**src/rtl/mem_arbiter.sv**
```systemverilog
// Arbiter for the memory controller's single request channel: the LSB has priority,
// instruction fetch is protected against starvation, and fetches abort on a jump.
module mem_arbiter #(
  parameter int STARVE_LIMIT = 3,
  parameter int CNT_W        = 2
) (
  input  logic        clk,
  input  logic        rst,
  input  logic        rdy,
  input  logic        jump_flag,
  input  logic        ic_req,
  input  logic [31:0] ic_addr,
  output logic        ic_done,
  output logic [31:0] ic_rdata,
  input  logic        lsb_req,
  input  logic        lsb_wr,
  input  logic [31:0] lsb_addr,
  input  logic [31:0] lsb_wdata,
  input  logic [2:0]  lsb_size,
  output logic        lsb_done,
  output logic [31:0] lsb_rdata,
  output logic        mc_valid,
  output logic        mc_wr,
  output logic [31:0] mc_addr,
  output logic [31:0] mc_wdata,
  output logic [2:0]  mc_size,
  input  logic        mc_done,
  input  logic [31:0] mc_rdata
);

  localparam logic [1:0] IDLE      = 2'd0;
  localparam logic [1:0] GRANT_IC  = 2'd1;
  localparam logic [1:0] GRANT_LSB = 2'd2;
  localparam logic [1:0] GAP       = 2'd3;

  localparam logic [CNT_W-1:0] LIMIT   = CNT_W'(STARVE_LIMIT);
  localparam logic [CNT_W-1:0] CNT_MAX = {CNT_W{1'b1}};

  logic [1:0]       state_reg, state_next;
  logic [CNT_W-1:0] starve_cnt_reg, starve_cnt_next;
  logic             mc_valid_reg, mc_valid_next;
  logic             mc_wr_reg, mc_wr_next;
  logic [31:0]      mc_addr_reg, mc_addr_next;
  logic [31:0]      mc_wdata_reg, mc_wdata_next;
  logic [2:0]       mc_size_reg, mc_size_next;
  logic             ic_done_reg, ic_done_next;
  logic             lsb_done_reg, lsb_done_next;
  logic [31:0]      ic_rdata_reg, ic_rdata_next;
  logic [31:0]      lsb_rdata_reg, lsb_rdata_next;
  logic             starved;

  assign starved = ic_req && (starve_cnt_reg >= LIMIT);

  always_comb begin
    state_next      = state_reg;
    starve_cnt_next = starve_cnt_reg;
    mc_valid_next   = mc_valid_reg;
    mc_wr_next      = mc_wr_reg;
    mc_addr_next    = mc_addr_reg;
    mc_wdata_next   = mc_wdata_reg;
    mc_size_next    = mc_size_reg;
    ic_done_next    = 1'b0;
    lsb_done_next   = 1'b0;
    ic_rdata_next   = ic_rdata_reg;
    lsb_rdata_next  = lsb_rdata_reg;

    case (state_reg)
      IDLE: begin
        if (lsb_req && !starved) begin
          state_next    = GRANT_LSB;
          mc_valid_next = 1'b1;
          mc_wr_next    = lsb_wr;
          mc_addr_next  = lsb_addr;
          mc_wdata_next = lsb_wdata;
          mc_size_next  = lsb_size;
          if (ic_req && (starve_cnt_reg != CNT_MAX))
            starve_cnt_next = starve_cnt_reg + 1'b1;
        end else if (ic_req && !jump_flag) begin
          state_next      = GRANT_IC;
          mc_valid_next   = 1'b1;
          mc_wr_next      = 1'b0;
          mc_addr_next    = ic_addr;
          mc_wdata_next   = 32'd0;
          mc_size_next    = 3'd4;
          starve_cnt_next = '0;
        end
      end
      GRANT_IC: begin
        // An abort wins over a coincident completion: the fetched word is stale.
        if (jump_flag || !ic_req) begin
          state_next    = GAP;
          mc_valid_next = 1'b0;
        end else if (mc_done) begin
          state_next    = GAP;
          mc_valid_next = 1'b0;
          ic_done_next  = 1'b1;
          ic_rdata_next = mc_rdata;
        end
      end
      GRANT_LSB: begin
        if (mc_done) begin
          state_next     = GAP;
          mc_valid_next  = 1'b0;
          lsb_done_next  = 1'b1;
          lsb_rdata_next = mc_rdata;
        end
      end
      default: state_next = IDLE;
    endcase
  end

  always_ff @(posedge clk) begin
    if (rst) begin
      state_reg      <= IDLE;
      starve_cnt_reg <= '0;
      mc_valid_reg   <= 1'b0;
      mc_wr_reg      <= 1'b0;
      mc_addr_reg    <= 32'd0;
      mc_wdata_reg   <= 32'd0;
      mc_size_reg    <= 3'd0;
      ic_done_reg    <= 1'b0;
      lsb_done_reg   <= 1'b0;
      ic_rdata_reg   <= 32'd0;
      lsb_rdata_reg  <= 32'd0;
    end else if (rdy) begin
      state_reg      <= state_next;
      starve_cnt_reg <= starve_cnt_next;
      mc_valid_reg   <= mc_valid_next;
      mc_wr_reg      <= mc_wr_next;
      mc_addr_reg    <= mc_addr_next;
      mc_wdata_reg   <= mc_wdata_next;
      mc_size_reg    <= mc_size_next;
      ic_done_reg    <= ic_done_next;
      lsb_done_reg   <= lsb_done_next;
      ic_rdata_reg   <= ic_rdata_next;
      lsb_rdata_reg  <= lsb_rdata_next;
    end else begin
      // Frozen: everything holds except the done strobes, which must not repeat.
      ic_done_reg  <= 1'b0;
      lsb_done_reg <= 1'b0;
    end
  end

  assign mc_valid  = mc_valid_reg;
  assign mc_wr     = mc_wr_reg;
  assign mc_addr   = mc_addr_reg;
  assign mc_wdata  = mc_wdata_reg;
  assign mc_size   = mc_size_reg;
  assign ic_done   = ic_done_reg;
  assign ic_rdata  = ic_rdata_reg;
  assign lsb_done  = lsb_done_reg;
  assign lsb_rdata = lsb_rdata_reg;

endmodule
```
**config.mk**
```make
export PLATFORM = sky130hd
export DESIGN_NAME = mem_arbiter
export DESIGN_NICKNAME = d
export VERILOG_FILES = /design/src/rtl/mem_arbiter.sv
export SDC_FILE = /design/constraint.sdc
export NUM_CORES = 1
export LEC_CHECK = 0
export ABC_CLOCK_PERIOD_IN_PS = 2300
export BUFFER_PORTS_ARGS = -buffer_cell sky130_fd_sc_hd__buf_4
export CORE_ASPECT_RATIO = 0.9
export CORE_MARGIN = 5
export CORE_UTILIZATION = 45
export DETAILED_ROUTE_END_ITERATION = 8
export PLACE_DENSITY = 0.79
export REMOVE_ABC_BUFFERS = 1
export SLEW_MARGIN = 20
export SYNTH_ARGS = -nofsm -noshare
export SYNTH_HDL_FRONTEND = slang
export SYNTH_SLANG_ARGS = --single-unit
```
**constraint.sdc**
```tcl
create_clock -name clk -period 2.3 [get_ports clk]
set_input_delay 0.115 -clock clk [delete_from_list [all_inputs] [get_ports clk]]
set_output_delay 0.115 -clock clk [all_outputs]
set_load 0.01 [all_outputs]
```
After elaboration in Yosys (flattened, before gate mapping)

Index checks and enable logic that the tools add are counted.

Eq/ne operators: 5
Bitwise operators: 4
Add/sub/neg operators: 1
Reduce and logical (&&, ||, !) cells: 19
$lt $le $gt $ge: 1
Muxes and demuxes: 22

Operator list:

| operator                                                  | number |
|---|---|
| two-way mux 32 bit                                        | 4 |
| two-way mux 2 bit                                         | 7 |
| AND reduction 3 bit                                       | 3 |
| AND reduction 4 bit                                       | 2 |
| two-way mux 1 bit                                         | 7 |
| two-way mux 3 bit                                         | 2 |
| one-hot mux 2 bit (3 select lines)                        | 1 |
| logical AND 1 bit                                         | 4 |
| inverter 1 bit                                            | 4 |
| OR reduction 4 bit                                        | 1 |
| zero test 1 bit                                           | 3 |
| inequality test 3 bit (second input constant)             | 1 |
| one-hot mux 1 bit (3 select lines)                        | 1 |
| nonzero test 3 bit                                        | 1 |
| OR reduction 3 bit                                        | 1 |
| adder 2 x 1 -> 2 bit (second input constant)              | 1 |
| == test 2 x 1 -> 1 bit (second input constant)            | 1 |
| == test 2 bit (second input constant)                     | 1 |
| greater-or-equal comparator 2 bit (second input constant) | 1 |
| zero test 2 bit                                           | 1 |
| inequality test 2 x 1 -> 1 bit (second input constant)    | 1 |
| inequality test 2 bit (second input constant)             | 1 |
| AND reduction 2 bit                                       | 1 |
| nonzero test 2 bit                                        | 1 |
| logical OR 1 bit                                          | 1 |

Register bits after elaboration: 139
Bits of input ports: 139
Output and inout port bits: 135
Logic and storage cells: 63

Depth between registers and ports, before layout

Depth after elaboration: 6
Gate-level depth with buffers: 8
Gate-level depth less buffers: 6

Worst setup path before layout

OpenSTA, ideal clock, no wires.

Path kind: reg2reg
From: reg state_reg[0]
To: reg mc_addr_reg[10], in the netlist mc_addr[10]
Library setup time: 0.147 ns
Slack: 0.737 ns
Data required time: 2.153 ns
Buffers on the path: 2
Period minus slack after synthesis: 1.563 ns
Arrival: 1.416 ns
Stages on the path, launching flop included: 8
Path through: dfxtp_1 inv_1 ha_1 nand2_2 a21oi_2 buf_4 buf_2 a311oi_2

Word-level cells in the longest chain between the ends: 2

Ends and longest elaborated chain:

| element                              | line | source |
|---|---|---|
| start, declared                      | 39   | `logic [1:0] state_reg, state_next;` |
| start signal, assigned               | 126  | `state_reg <= state_next;` |
| zero test 2 bit                      | 67   | `case (state_reg)` |
| AND reduction 3 bit (no source line) | -    |  |
| end signal, assigned                 | 130  | `mc_addr_reg <= mc_addr_next;` |
| end, declared                        | 43   | `logic [31:0] mc_addr_reg, mc_addr_next;` |

No other way between the ends.
A chain may end at the register's enable or synchronous reset.

Worst setup path after layout

From: reg state_reg[0]
To: reg mc_wdata_reg[5], in the netlist mc_wdata[5]

Word-level cells in the longest chain between the ends: 2

Ends and longest elaborated chain:

| element                              | line | source |
|---|---|---|
| zero test 2 bit                      | 67   |  |
| AND reduction 3 bit (no source line) | -    |  |
| end signal, assigned                 | 131  | `mc_wdata_reg <= mc_wdata_next;` |
| end, declared                        | 44   | `logic [31:0] mc_wdata_reg, mc_wdata_next;` |

No other way between the ends.

==> summary.txt <==
Status - complete, no violations
Logic gate share of total power - 17.6%
Initial core utilization - 46.5%
Max-cap violation count - 0
Syn Inst Count - 629
1st-iter DRT viols - 635
Synth top area cells - dfxtp_1 52%, nand2_1 14%, a21oi_1 6.2%
Clock Tree Buf Depth - 2
Area share of the largest cell type after synthesis - 51.9%
Pwr dens - 719 nW/um^2
Asr flop ratio synth - 0%
Final Critical Period - 2.12 ns
Clock Latency Late Sink - 0.43 ns
Tot GR Track Use - 30.2%
Mux contribution to synthesized area - 0.373%
Setup violators final - 0
Worst-path cell chain - inv_1 -> ha_1 -> nand2_2 -> nor2_4 -> a22oi_1 -> nor2_1
GRT overflow - 0
Cell Count, Final, Fillers Out - 1167
Critical Path AT - 2.47 ns
Avg WL per Cell - 19.3 um
Critical path capture point type - flop
CORE AREA - 11500 sq um
Number of H-tree levels - 4
Leak pwr - 3.99 nW
Fillers - 610
Cts repair resizes - 0
Final Cell Area - 9260 sq um
Hold Fails Final Rpt - 0
Net switching power - 1.75 mW
Total chip power - 6.66 mW
Sw Ratio - 26.3%
Synth warn - 0
Power Internal - 4.90 mW
Startpoint types - flop
Die ar. - 14200 sq um
Register area share after synthesis - 51.9%
CP max stage delay - 0.66 ns
Synth Area in XOR/XNOR - 0%
Antenna diodes - 0
Via count - 6322
CP top delay family - simple AND/OR/NAND/NOR gates
Final ANT Viol Nets - 0
Chip width - 125 um
Actual slew at the worst max-slew pin - 0.801 ns
Buf/Inv on CP - 1
PortBufs - 273
CTS root buffer - clkbuf_16
Routed wire length - 22.5 mm
DIE HEIGHT - 114 um
Worst hold slack - 0.0194 ns
Adder-cell area share of the yosys netlist - 1.17%
Synth Area per Inst - 8.52 sq um
Largest net degree at the start of global routing - 67
Top Ports - 274
Area growth from synthesis to layout - 72.7%
Largest family of logic cells by synthesized area - compound AO/OA/AOI/OAI gates
Synth area leader - dfxtp_1
RD Place Congestion - 0.863
First-pass GRT wire length - 34.3 mm
Drt pass-1 iters - 6
Crit path kind - reg2reg
Slowest-stage cell, CP - nor2_4
Post-synth EDFFs - 0
DP HPWL - 12.7 mm
Fin nets - 1142
CP max FO - 35
Sequential share of power - 39.4%
Core Util, Final - 80.3%
DR DRC count - 0
Clock share of power - 43.0%
Simple-gate share of the synthesized area - 20.5%
Placed Instances - 1018
Clock skew - 0.0116 ns
Slew HR - 46.4%
Compound-Gate Fraction of Synth Area - 21.0%
Placed instance area - 7470 sq um
Max Slew Vio Count - 0
Site row count - 37
Vias in the first global route - 6662
Max IR drop VDD - 0.553 mV
TritonCTS Buffers - 17
Hold Crit Class - in2reg
Synthesized cell area - 5360 sq um
Worst-path clk slew - 0.07 ns
CTS tree - built
Vias per cell - 5.42
Cell variety after synth - 36
Synth Register Bits - 139
Layout cells sized above 1 - 33.9%
Antenna violations before repair - 0
Crit share post-route - 92.3%
CTS Sinks - 139
Main synth FF type - dfxtp_1
Peak Freq - 471 MHz
RSZ-0062 raised after global routing - no
Critical Path RT - 2.65 ns
==> cells by family after synthesis <==
group,after synthesis
compound gates,146
fa+ha+maj,5
buf+inv,55
flops,139
mux,2
simple gates,282
==> final cells by class <==
cell class                 count  area [sq um]  share of cell area (%)
clock buffer                  19           453                    4.89
tap                          156           195                    2.11
inverter                       4          15.0                   0.162
sequential                   139          2780                    30.1
multi-input combinational    435          2320                    25.0
clock inverter                13           168                    1.81
timing repair buffer         401          3330                    36.0
==> through the flow <==
stage,TNS (ns),setup slack [ns]
3_3_place_gp,0,0.464
6_report,0,0.177
5_1_grt,0,0.0575
2_1_floorplan,-29.58,-0.920
4_1_cts,0,0.305
3_5_place_dp,0,0.357
==> Yosys cell counts (all sizes together), types with 2 or more instances <==
library cell / instances
a311oi: 32
nand3: 2
ha: 5
buf: 26
dfxtp: 139
mux2i: 2
clkbuf: 25
nor3: 2
a22oi: 35
inv: 4
nor2: 76
a21oi: 67
nand2: 194
o22a: 2
o32ai: 2
a221oi: 2
nand2b: 2
nor2b: 2
==> layer usage <==
| metal | global-route usage (%) | up-vias | part of all wire, % |
|---|---|---|---|
| met2 | 51.8 | 389 | 49 |
| li1 | - | 2870 | - |
| met3 | 11.9 | 92 | 9.5 |
| met5 | 0 | - | 0 |
| met1 | 32.2 | 2971 | 36 |
| met4 | 16.3 | 0 | 5.3 |
==> power groups by stage <==
stage / combinational [mW] / clock [mW] / sequential, mW
CTS: 1.11 / 2.85 / 2.61
finish: 1.17 / 2.86 / 2.62
global route: 1.24 / 3.00 / 2.63
detailed placement: 0.947 / 0 / 2.66
floorplan: 0.360 / 0 / 2.70
global placement: 0.922 / 0 / 2.65
==> path summary, 6_finish.rpt <==
path              depth (start not counted)             to  slack [ns]     startpoint
setup / recovery                          6    mc_wdata[5]        0.18   state_reg[0]
hold / removal                            3    mc_addr[11]        0.02   lsb_addr[11]
setup reg to reg                          6    mc_wdata[5]        0.18   state_reg[0]
hold reg to reg                           2  lsb_rdata[31]        0.46  lsb_rdata[31]
==> worst min-delay path, delay by kind of cell <==
| kind | cells | cell delay, ns |
|---|---|---|
| buffers and inverters | 1 | 0.11 |
| AOI/OAI and AO/OA | 1 | 0.10 |
| and+or+nand+nor | 1 | 0.06 |
==> layout by cell type, fill, tap and decap left out, drive strengths merged, types with 2 or more instances in the layout <==
cell	count
buf	284
nand2	194
dfxtp	139
dlygate4sd3	117
nor2	76
a21oi	67
a22oi	35
a311oi	32
clkbuf	19
clkinv	7
ha	5
inv	5
bufinv	3
nand3	2
mux2i	2
o22a	2
a221oi	2
o32ai	2
nor2b	2
nor3	2
clkinvlp	2
nand2b	2
==> what timing repair did <==
item                                    in CTS  in global routing
buffers inserted                             0                  0
hold endpoints to repair                   123                  1
endpoints found under the setup margin       0                  0
hold buffers                               116                  1
No activity file was read; power rests on OpenSTA's default activity.
